[src/rtl/pll_rst_pkg.sv]
// Shared types and constants for the PLL reset sequencer.
// Defining PLL_RST_SEQ_TIMEOUT_EN in the build enables the lock-timeout PLL reset path.
package pll_rst_pkg;

    localparam int unsigned CNT_W      = 20;
    localparam int unsigned LOCK_CNT_W = 8;

    typedef enum logic [2:0] {
        StIdle     = 3'd0,
        StWaitLock = 3'd1,
        StStable   = 3'd2,
        StRelSys   = 3'd3,
        StRun      = 3'd4,
        StPllRst   = 3'd5
    } seq_state_e;

    // Zero means one; anything beyond the counter range clamps to its maximum.
    function automatic logic [CNT_W-1:0] cyc_param(input int unsigned cyc);
        if (cyc == 0) begin
            return CNT_W'(1);
        end
        if (cyc > (32'd1 << CNT_W) - 32'd1) begin
            return '1;
        end
        return CNT_W'(cyc);
    endfunction

endpackage

[src/rtl/sync_2ff.sv]
// Generic two-flop synchronizer for quasi-static or level signals.
module sync_2ff #(
    parameter int unsigned Width = 1
) (
    input  logic             clk,
    input  logic             rst_n,
    input  logic [Width-1:0] d_i,
    output logic [Width-1:0] q_o
);

    logic [Width-1:0] meta_q, meta_d;
    logic [Width-1:0] sync_q, sync_d;

    always_comb begin
        meta_d = d_i;
        sync_d = meta_q;
    end

    always_ff @(posedge clk or negedge rst_n) begin
        if (!rst_n) begin
            meta_q <= '0;
            sync_q <= '0;
        end else begin
            meta_q <= meta_d;
            sync_q <= sync_d;
        end
    end

    assign q_o = sync_q;

endmodule

[src/rtl/pll_rst_seq.sv]
// Staged reset release after PLL lock, with lock-loss filtering and event counting.
// Build macro PLL_RST_SEQ_TIMEOUT_EN adds a PLL reset pulse when lock never arrives.
module pll_rst_seq
    import pll_rst_pkg::*;
#(
    parameter int unsigned LOCK_STABLE_CYC   = 1024,
    parameter int unsigned STAGE_GAP_CYC     = 256,
    parameter int unsigned LOSS_FILT_CYC     = 4,
    parameter int unsigned LOCK_TIMEOUT_CYC  = 500000,
    parameter int unsigned PLL_RST_PULSE_CYC = 16
) (
    input  logic                  clk,
    input  logic                  rst_n,
    input  logic                  pll_lock,
    output logic                  sys_rst_n,
    output logic                  vid_rst_n,
    output logic                  pll_rst_req,
    output logic [LOCK_CNT_W-1:0] lock_loss_cnt,
    output logic [2:0]            seq_state
);

    localparam logic [CNT_W-1:0] LockStable  = cyc_param(LOCK_STABLE_CYC);
    localparam logic [CNT_W-1:0] GapLast     = cyc_param(STAGE_GAP_CYC) - 1'b1;
    localparam logic [CNT_W-1:0] FiltLast    = cyc_param(LOSS_FILT_CYC) - 1'b1;
    localparam logic [CNT_W-1:0] LockTimeout = cyc_param(LOCK_TIMEOUT_CYC);
    localparam logic [CNT_W-1:0] PulseLast   = cyc_param(PLL_RST_PULSE_CYC) - 1'b1;

`ifdef PLL_RST_SEQ_TIMEOUT_EN
    localparam bit TimeoutEn = 1'b1;
`else
    localparam bit TimeoutEn = 1'b0;
`endif

    logic                  lock_s;
    seq_state_e            state_q, state_d;
    logic [CNT_W-1:0]      cnt_q, cnt_d;
    logic [CNT_W-1:0]      filt_q, filt_d;
    logic [LOCK_CNT_W-1:0] loss_cnt_q, loss_cnt_d;
    logic                  sys_rst_n_q, sys_rst_n_d;
    logic                  vid_rst_n_q, vid_rst_n_d;
    logic                  loss_event;
    logic                  cnt_en;

    sync_2ff #(
        .Width (1)
    ) u_lock_sync (
        .clk   (clk),
        .rst_n (rst_n),
        .d_i   (pll_lock),
        .q_o   (lock_s)
    );

    always_ff @(posedge clk or negedge rst_n) begin
        if (!rst_n) begin
            state_q     <= StIdle;
            cnt_q       <= '0;
            filt_q      <= '0;
            loss_cnt_q  <= '0;
            sys_rst_n_q <= 1'b0;
            vid_rst_n_q <= 1'b0;
        end else begin
            state_q     <= state_d;
            cnt_q       <= cnt_d;
            filt_q      <= filt_d;
            loss_cnt_q  <= loss_cnt_d;
            sys_rst_n_q <= sys_rst_n_d;
            vid_rst_n_q <= vid_rst_n_d;
        end
    end

    always_comb begin
        state_d    = state_q;
        cnt_d      = cnt_q;
        filt_d     = '0;
        loss_cnt_d = loss_cnt_q;
        loss_event = 1'b0;
        cnt_en     = 1'b0;

        unique case (state_q)
            StIdle: state_d = StWaitLock;
            StWaitLock: begin
                cnt_en = TimeoutEn;
                if (lock_s) begin
                    state_d = StStable;
                end else if (TimeoutEn && (cnt_q == LockTimeout)) begin
                    state_d = StPllRst;
                end
            end
            StStable: begin
                cnt_en = 1'b1;
                if (!lock_s) begin
                    state_d = StWaitLock;
                end else if (cnt_q == LockStable) begin
                    state_d = StRelSys;
                end
            end
            StRelSys, StRun: begin
                cnt_en = (state_q == StRelSys);
                // Only a run of FiltLast+1 low samples is a real loss; any high sample restarts it.
                if (!lock_s) begin
                    if (filt_q == FiltLast) begin
                        loss_event = 1'b1;
                    end else begin
                        filt_d = filt_q + 1'b1;
                    end
                end
                if (loss_event) begin
                    state_d = StWaitLock;
                end else if ((state_q == StRelSys) && (cnt_q == GapLast)) begin
                    state_d = StRun;
                end
            end
            StPllRst: begin
                cnt_en = 1'b1;
                if (cnt_q == PulseLast) begin
                    state_d = StWaitLock;
                end
            end
            default: state_d = StIdle;
        endcase

        if (state_d != state_q) begin
            cnt_d  = '0;
            filt_d = '0;
        end else if (cnt_en && (cnt_q != '1)) begin
            cnt_d = cnt_q + 1'b1;
        end

        if (loss_event && (loss_cnt_q != '1)) begin
            loss_cnt_d = loss_cnt_q + 1'b1;
        end
    end

    // Both releases derive from the same registered state, so vid can never lead sys.
    always_comb begin
        sys_rst_n_d = (state_q == StRelSys) || (state_q == StRun);
        vid_rst_n_d = (state_q == StRun);
    end

`ifdef PLL_RST_SEQ_TIMEOUT_EN
    logic pll_rst_req_q, pll_rst_req_d;

    always_comb begin
        pll_rst_req_d = (state_q == StPllRst);
    end

    always_ff @(posedge clk or negedge rst_n) begin
        if (!rst_n) begin
            pll_rst_req_q <= 1'b0;
        end else begin
            pll_rst_req_q <= pll_rst_req_d;
        end
    end

    assign pll_rst_req = pll_rst_req_q;
`else
    assign pll_rst_req = 1'b0;
`endif

    assign sys_rst_n     = sys_rst_n_q;
    assign vid_rst_n     = vid_rst_n_q;
    assign lock_loss_cnt = loss_cnt_q;
    assign seq_state     = state_q;

endmodule
[config.mk]
export PLATFORM = sky130hd
export DESIGN_NAME = pll_rst_seq
export DESIGN_NICKNAME = d
export VERILOG_FILES = /design/src/rtl/pll_rst_pkg.sv /design/src/rtl/sync_2ff.sv /design/src/rtl/pll_rst_seq.sv
export SDC_FILE = /design/constraint.sdc
export NUM_CORES = 1
export LEC_CHECK = 0
export BUFFER_PORTS_ARGS = -buffer_cell sky130_fd_sc_hd__buf_4
export CAP_MARGIN = 5
export CORE_ASPECT_RATIO = 0.9
export CORE_MARGIN = 2
export CORE_UTILIZATION = 55
export DETAILED_ROUTE_END_ITERATION = 7
export PLACE_DENSITY_LB_ADDON = 0.3
export SLEW_MARGIN = 20
export SYNTH_ARGS = -nofsm -noshare
export SYNTH_HDL_FRONTEND = slang
export SYNTH_SLANG_ARGS = --single-unit
[constraint.sdc]
create_clock -name clk -period 2.1 [get_ports clk]
set_input_delay 0.42 -clock clk [delete_from_list [all_inputs] [get_ports clk]]
set_output_delay 0.42 -clock clk [all_outputs]
set_load 0.02 [all_outputs]
==> impl_metrics.toml, run 1 <==
[run_status]
outcome = "complete, no violations"

[finish]
most-common-layout-cells = "dfrtp_1 (53), buf_4 (52), xnor2_1 (31)"
final_area_sq_um = 3802
area_growth_pct = 19.22
antenna_cells = 0
num-nets-final = 377
finish.utilization = 0.6756
nFillCells = 434
drive_above_1_share = 0.2426
mostFrequentLayoutCell = "dfrtp_1"

[min_path]
min-delay-path-class = "primary input to async pin"

[critical_path]
required_ns = 2.29
r2r_cells = 6
r2r_start = "cnt_q[12]"
max_stage_delay_ns = 0.54
path_class = "register to register"
end_kind = "register"
cpLargestDelayFamily = "simple AND/OR/NAND/NOR gates"
path_cells = "or4_4 > and4b_4 > nand4_1 > o311ai_4 > buf_12 > nor3_1"
rrSetupSlack_ns = 0.07
startpoint_type = "register"
worstPathMaxFanout = 20
worst-path-buf-inv = 1
critPathArrivalTime_ns = 2.22
timing.rr.end = "cnt_q[18]"
critical-path-slowest-cell = "or4_4"

[pwr]
switching_power_mw = 0.9474
p_leak_nw = 1.593
combinationalPowerShare = 0.327
netSwitchingFraction = 0.3310
p_int_mw = 1.915
power-per-cell-area_nw_per_um2 = 752.8
ir_drop_uv = 1074
seqPwrFrac = 0.418
clockPowerShare = 0.255

[global_routing]
grt_pass1_vias = 2429
grt-ovfl-total = 0
antenna_found_initial = 0
grt_start_max_net_pins = 56
grt_usage = 0.2242
grt_pass1_wl_um = 11770

[routing]
drt_wl_total_um = 7075
drc = 0
drt_iter0_drc = 190
drt-pass1-iter-count = 5
final_antenna_net_count = 0
avgRoutedWirePerCell_um = 16.04
vias = 2659
viasPerCell = 6.029

[timing]
worstMarginPinSlew_ns = 0.6838
maxSlewHeadroom = 0.5442
rsz0062_at_grt = "yes"
finalSetupViolCount = 0
max_freq_mhz = 493.7
slew_violations = 0
finalWorstSetupSlack_ns = 0.07462
hold_viol_final = 0
fin_hold_ws_ns = 0.1295
finalCritPeriodShare = 0.9645
period_needed_ns = 2.025
fin_skew_ns = 0.01083

[clocking]
cts-buffers-inserted = 5
clk_pin_slew_ns = 0.09
clockBufferDepth = 2
cts-root-buf = "clkbuf_8"
cts_tree = "built"
clk_latency_ns = 0.31
clkSinkCount = 55
cts_hold_buffers = 0
ctsHtreeMaxLevel = 2

[placement]
place_area_sq_um = 3591
routabilityCongestion = 0.8777
hpwlAfterDp_um = 4757
port_buffers = 15
pre_cts_slack_ns = 0.01315

[flow_run]
maxCapViolations = 0

[synth]
async_reset_ff_frac = 1.000
netlist_area_sq_um = 3189
synth_fp_nets = 333
ys_seq_area_frac = 0.4315
syn_inst = 326
synth-edff-count = 0
synth-seq-cells = 55
synthFlopType = "dfrtp_1"
syn_avg_cell_area_sq_um = 9.783
synth_cell_types = 62
yosysWarnings = 0

[die]
ios = 17
die_height_um = 76.24
rows = 26
die_area_sq_um = 6425
coreArea_sq_um = 5628
die_x_um = 84.27
initial_core_util = 0.5667
## synth_stat cells, types with 3 or more instances
master    instances  share of area
a211oi_1          7          0.016
a21oi_1           3         0.0047
and2_1            4         0.0078
and3_1            7          0.014
and4_1            9          0.025
buf_4             5          0.012
clkbuf_1          7         0.0082
dfrtp_1          55           0.43
ha_1              4          0.016
inv_1            10          0.012
nand2_1          23          0.027
nand3_1          13          0.020
nand4_1          12          0.024
nor2_1           30          0.035
nor3_1           23          0.036
nor4_1           10          0.020
nor4b_1           4          0.011
o211ai_1          5          0.012
o21ai_0           3         0.0047
xnor2_1          31          0.085
xor2_1           10          0.027
## worst max-delay path by stage
stage,start,cells past startpoint,slack (ns),endpoint
final,cnt_q[12],6,0.07,cnt_q[18]
after global routing,filt_q[8],6,-0.01,lock_loss_cnt[1]
after CTS,filt_q[0],6,0.02,lock_loss_cnt[5]
after detailed placement,cnt_q[12],5,0.01,filt_q[8]
after global placement,cnt_q[12],5,0.06,filt_q[6]
after floorplan,filt_q[0],6,0.03,lock_loss_cnt[5]
## power by group through the flow
stage | Sequential (mW) | Combinational [mW] | Clock [mW]
after floorplan | 1.24 | 0.512 | 0
final | 1.20 | 0.937 | 0.729
after detailed placement | 1.21 | 0.865 | 0
after CTS | 1.19 | 0.895 | 0.745
after global placement | 1.21 | 0.851 | 0
after global routing | 1.21 | 1.01 | 0.781
## layer usage
layer  track usage  vias up  share of wire
met3       0.05092       17          0.057
met4       0.07742        0          0.015
met5             0        -              0
li1              -     1263              -
met1        0.3352     1287           0.49
met2        0.3206       92           0.44
## logic make-up (layout without fill, tap and decap cells)
group | count (synthesis) | count (layout) | synth area share
simple gates | 156 | 156 | 0.2860
flops | 55 | 55 | 0.4315
xor+xnor | 42 | 42 | 0.1177
compound gates | 38 | 38 | 0.09415
buf+inv | 27 | 72 | 0.04355
fa+ha+maj | 4 | 4 | 0.01569
mux | 3 | 3 | 0.01020
other cells | 1 | 1 | 0.001176
## stage by stage
step / power, mW / TNS (ns) / cells
after floorplan: 1.752 / 0 / 326
after global placement: 2.059 / 0 / 430
after detailed placement: 2.076 / 0 / 430
after CTS: 2.831 / 0 / 438
after global routing: 3.001 / -0.02333 / 441
final: 2.863 / 0 / 441
## flip-flops by register name, indices dropped and copies added, names as in the netlist
signal / flops
u_lock_sync.q_o: 1
lock_loss_cnt: 8
vid_rst_n: 1
seq_state: 3
filt_q: 20
sys_rst_n: 1
cnt_q: 20
u_lock_sync.meta_q: 1
## cell type report
type | count | area, sq um | area share
multi-input combinational | 244 | 1750 | 0.4603
sequential | 55 | 1379 | 0.3626
timing repair buffer | 54 | 430.4 | 0.1132
tap | 70 | 87.58 | 0.02303
clock buffer | 6 | 82.58 | 0.02172
inverter | 10 | 37.54 | 0.009872
clock inverter | 2 | 35.03 | 0.009214
## timing repair
action,in CTS,in global routing
pin swaps,1,2
gates resized for setup,3,12
endpoints found under the setup margin,7,45
setup buffers,0,3
Power figures use the tool's default switching activity.
==> run 2: changes to the inputs <==
Settings changed: REMOVE_ABC_BUFFERS set to 1.
==> impl_metrics.toml, run 2 (same netlist as run 1, synthesis figures left out) <==
[run_status]
outcome = "complete, no violations"

[pwr]
combinationalPowerShare = 0.360
power-per-cell-area_nw_per_um2 = 719.7
clockPowerShare = 0.210
p_int_mw = 1.769
netSwitchingFraction = 0.3511
ir_drop_uv = 678.0
switching_power_mw = 0.9572
p_leak_nw = 1.591
seqPwrFrac = 0.431
totalPowerFinal_mw = 2.726

[clocking]
clockBufferDepth = 2
clk_pin_slew_ns = 0.10
cts_tree = "built"
cts-root-buf = "clkbuf_8"
ctsHtreeMaxLevel = 2
clk_latency_ns = 0.31
clkSinkCount = 55
cts_hold_buffers = 0
cts-buffers-inserted = 5

[critical_path]
startpoint_type = "register"
critical-path-slowest-cell = "dfrtp_1"
critPathArrivalTime_ns = 2.27
r2r_cells = 7
timing.rr.end = "cnt_q[8]"
path_class = "register to register"
r2r_start = "cnt_q[0]"
worstPathMaxFanout = 12
required_ns = 2.31
max_stage_delay_ns = 0.39
path_cells = "ha_1 > and3_1 > and4b_2 > a21boi_2 > o221ai_2 > buf_12 > a2111oi_2"
end_kind = "register"
rrSetupSlack_ns = 0.03

[global_routing]
grt_pass1_wl_um = 11720
antenna_found_initial = 0
grt_pass1_vias = 2550
grt_usage = 0.2211
grt_start_max_net_pins = 56
grt-ovfl-total = 0

[timing]
finalWorstSetupSlack_ns = 0.03273
hold_viol_final = 0
tns_ns = 0
finalSetupViolCount = 0
slew_violations = 0
fin_skew_ns = 0.01118
fin_hold_ws_ns = 0.1265
finalCritPeriodShare = 0.9844
rsz0062_at_grt = "yes"
period_needed_ns = 2.067
maxSlewHeadroom = 0.5451
max_freq_mhz = 483.7
worstMarginPinSlew_ns = 0.6824

[routing]
drt-pass1-iter-count = 5
viasPerCell = 6.093
drc = 0
final_antenna_net_count = 0
drt_wl_total_um = 7194
drt_iter0_drc = 242
vias = 2699
avgRoutedWirePerCell_um = 16.24

[finish]
nFillCells = 418
antenna_cells = 0
num-nets-final = 379
area_growth_pct = 18.75
multi_input_area_sq_um = 1774
seqCellArea_sq_um = 1376
most-common-layout-cells = "dfrtp_1 (55), buf_4 (51), xnor2_1 (31)"
mostFrequentLayoutCell = "dfrtp_1"
drive_above_1_share = 0.2413
fin_cells = 443

[die]
rows = 26
coreArea_sq_um = 5628
die_area_sq_um = 6425
die_x_um = 84.27
ios = 17
initial_core_util = 0.5667
die_height_um = 76.24

[placement]
routabilityCongestion = 0.8755
post-place-cells = 432
port_buffers = 15
hpwlAfterDp_um = 4974
pre_cts_slack_ns = -0.04436

[min_path]
min-delay-path-class = "primary input to async pin"

[flow_run]
maxCapViolations = 0
## run 2: cell types whose count changed in the layout (fill, tap and decap cells not counted), moves of 2 or more
cell      change
clkbuf_1      +2
nor4_1        -2
buf_6         +2
dfrtp_1       +2
dfrtp_2       -2
nor4_2        +2
## run 2: stage by stage
stage / utilization / instance area [sq um]
2_1_floorplan: - / 3088
3_3_place_gp: 0.6396 / 3600
3_5_place_dp: 0.6396 / 3600
4_1_cts: 0.6550 / 3686
5_1_grt: 0.6730 / 3787
6_report: 0.6730 / 3787
## run 2: what timing repair did
item / 4_1_cts / 5_1_grt
setup buffers: 0 / 1
cloned: 0 / 2
pin swaps: 0 / 7
setup endpoints to repair: 13 / 40
resized for setup: 2 / 15
## run 2: worst max-delay path: cells and delay by family (launching register included)
family / cells / cell delay (ns)
flops: 1 / 0.39
simple gates: 2 / 0.53
buf+inv: 1 / 0.17
compound gates: 3 / 0.65
fa+ha+maj: 1 / 0.22
## run 2: power groups by stage
stage / clock [mW] / sequential, mW / combinational, mW
2_1_floorplan: 0 / 1.27 / 0.402
3_3_place_gp: 0 / 1.19 / 0.855
3_5_place_dp: 0 / 1.19 / 0.877
4_1_cts: 0.584 / 1.17 / 0.881
5_1_grt: 0.615 / 1.18 / 1.05
6_report: 0.571 / 1.17 / 0.980
## run 2: worst max-delay path by stage
stage / from / endpoint / depth (start not counted)
after floorplan: filt_q[0] / cnt_q[0] / 6
after global placement: filt_q[0] / lock_loss_cnt[5] / 6
after detailed placement: cnt_q[0] / cnt_q[8] / 7
after CTS: cnt_q[0] / cnt_q[8] / 7
after global routing: cnt_q[0] / cnt_q[8] / 7
final: cnt_q[0] / cnt_q[8] / 7
## run 2: cell type report
| class | count | share of cell area |
|---|---|---|
| clock buffers | 7 | 0.02015 |
| clock inverters | 1 | 0.001321 |
| inverters | 10 | 0.009911 |
| multi-input cells | 245 | 0.4685 |
| flip-flops and latches | 55 | 0.3634 |
| well taps | 70 | 0.02313 |
| repair buffers | 55 | 0.1136 |
## run 2: routing by layer
| metal | up-vias | wire length (um) | global-route usage |
|---|---|---|---|
| met1 | 1318 | 3415 | 0.3196 |
| met5 | - | 0 | 0 |
| li1 | 1272 | - | - |
| met3 | 10 | 394 | 0.03684 |
| met2 | 99 | 3322 | 0.3437 |
| met4 | 0 | 62 | 0.06290 |
==> run 3: changes to the inputs <==
Settings changed: ABC_AREA set to 1, CORE_UTILIZATION 55 to 40, GPL_ROUTABILITY_DRIVEN set to 0.
==> impl_metrics.toml, run 3 <==
[finish]
mostFrequentLayoutCell = "nand2_1"
fin_cells = 553
final_area_sq_um = 3725
antenna_cells = 0
drive_above_1_share = 0.2070
area_growth_pct = 9.529
finish.utilization = 0.4573
num-nets-final = 460
most-common-layout-cells = "nand2_1 (78), dfrtp_1 (55), inv_1 (48)"

[critical_path]
worstPathMaxFanout = 20
critPathArrivalTime_ns = 2.13
end_kind = "register"
rrSetupSlack_ns = 0.18
path_class = "register to register"
required_ns = 2.31
startpoint_type = "register"

[clocking]
cts-root-buf = "clkbuf_8"
clockBufferDepth = 2
cts-buffers-inserted = 5
cts_hold_buffers = 0
ctsHtreeMaxLevel = 2
clk_pin_slew_ns = 0.10
clkSinkCount = 55
cts_tree = "built"
clk_latency_ns = 0.32

[pwr]
power-per-cell-area_nw_per_um2 = 740.3
combinationalPowerShare = 0.370
ir_drop_uv = 403.8
seqPwrFrac = 0.418
netSwitchingFraction = 0.3962
switching_power_mw = 1.093
clockPowerShare = 0.212
p_int_mw = 1.665
p_leak_nw = 1.699

[timing]
max_freq_mhz = 519.8
slew_violations = 0
worstMarginPinSlew_ns = 0.6991
finalWorstSetupSlack_ns = 0.1761
finalCritPeriodShare = 0.9162
period_needed_ns = 1.924
hold_viol_final = 0
rsz0062_at_grt = "no"
fin_hold_ws_ns = 0.1458
fin_skew_ns = 0.01089
finalSetupViolCount = 0
maxSlewHeadroom = 0.5339

[flow_run]
maxCapViolations = 0

[routing]
vias = 2768
final_antenna_net_count = 0
drt-pass1-iter-count = 4
viasPerCell = 5.005
avgRoutedWirePerCell_um = 12.64
drt_iter0_drc = 64
drc = 0
drt_wl_total_um = 6988

[die]
die_height_um = 91.48
die_area_sq_um = 9257
die_x_um = 101.2
coreArea_sq_um = 8145
ios = 17
initial_core_util = 0.4175
rows = 31

[global_routing]
grt-ovfl-total = 0
antenna_found_initial = 0
grt_pass1_wl_um = 12360
grt_pass1_vias = 2689
grt_usage = 0.1635
grt_start_max_net_pins = 56

[placement]
port_buffers = 15
pre_cts_slack_ns = 0.1387
hpwlAfterDp_um = 5172
post-place-cells = 543
place_area_sq_um = 3613

[synth]
yosysWarnings = 0
yosys.cell_count.top_type = "nand2_1"
synth-edff-count = 0
synth_common_cells = "nand2_1 (78), dfrtp_1 (55), inv_1 (49), nor2_1 (46)"
syn_inst = 432
syn_avg_cell_area_sq_um = 7.872
synth_cell_types = 32
synthTopCellsByArea = "dfrtp_1 (40%), nand2_1 (8.6%), nor2_2 (8.3%), nand3_1 (6.6%), inv_1 (5.4%)"
synth-seq-cells = 55
synth_area_leader_cell = "dfrtp_1"
synthFlopType = "dfrtp_1"
ys_seq_area_frac = 0.4047
yosysTopAreaCellShare = 0.4047
netlist_area_sq_um = 3401
async_reset_ff_frac = 1.000

[run_status]
outcome = "complete, no violations"

[min_path]
min-delay-path-class = "primary input to async pin"
run 3: changes by cell type in the layout (fill, tap and decap cells not counted), sizes merged, moves of 6 or more:
cell    delta
nand2     +62
nor2      +62
inv       +41
nand3     +33
buf       -31
xnor2     -20
nor3      -13
and4       -9
nor4       -8
a211oi     -7
and3       -7
xor2       +7
nand4      +6
run 3: stage by stage:
stage | power (mW) | setup TNS (ns)
finish | 2.758 | 0
CTS | 2.759 | 0
global placement | 2.167 | 0
global route | 2.934 | 0
floorplan | 1.779 | -0.5158
detailed placement | 2.177 | 0
run 3: metal layers:
metal / wire, um / global-route usage / up-vias
li1: - / - / 1420
met1: 3593 / 0.2304 / 1301
met2: 3090 / 0.2533 / 36
met3: 206 / 0.03387 / 11
met4: 97 / 0.04392 / 0
met5: 0 / 0 / -
run 3: path summary, 6_finish.rpt:
path | startpoint | cells after the start | end
hold / removal | rst_n | 1 | cnt_q[12]
setup reg to reg | filt_q[14] | 10 | cnt_q[13]
setup / recovery | filt_q[14] | 10 | cnt_q[13]
min in group clk | pll_lock | 1 | u_lock_sync.meta_q
max in group asynchronous | rst_n | 1 | u_lock_sync.q_o
hold reg to reg | u_lock_sync.meta_q | 0 | u_lock_sync.q_o
run 3: worst max-delay path, stage by stage (launching register included):
cell and delay, ns:
dfrtp_1 0.44, or2_1 0.26, nor2_1 0.19, nand4_1 0.18, nand3_1 0.17, nand2_2 0.07
nand2_1 0.07, nand2_2 0.06, nand3_4 0.11, buf_12 0.19, nor2_2 0.05
run 3: cells by family after synthesis:
| logic type | after synthesis | synth area share |
|---|---|---|
| DFF | 55 | 0.4047 |
| and+or+nand+nor | 264 | 0.3856 |
| other | 1 | 0.001103 |
| adders and majority gates | 4 | 0.01472 |
| xor gates and xnor gates | 29 | 0.07469 |
| buffers and inverters | 61 | 0.08609 |
| muxes | 1 | 0.002943 |
| AOI/OAI and AO/OA | 17 | 0.03017 |
run 3: power by group through the flow:
stage               combinational [mW]  sequential (mW)  clock (mW)
detailed placement                1.00             1.18           0
global placement                 0.993             1.17           0
global route                      1.11             1.16       0.663
CTS                               1.00             1.15       0.600
finish                            1.02             1.15       0.586
floorplan                        0.583             1.20           0
run 3: cell type report:
class	count	area (sq um)
fill	825	4420
timing repair buffer	24	205.2
inverter	51	191.4
sequential	55	1376
clock inverter	1	5.005
clock buffer	7	76.32
multi-input combinational	316	1747
tap	99	123.9
run 3: repair_timing:
| item | in CTS | in global routing |
|---|---|---|
| hold endpoints to repair | 0 | 0 |
| setup buffers | 0 | 2 |
| resized for setup | 0 | 4 |
| setup endpoints to repair | 0 | 41 |
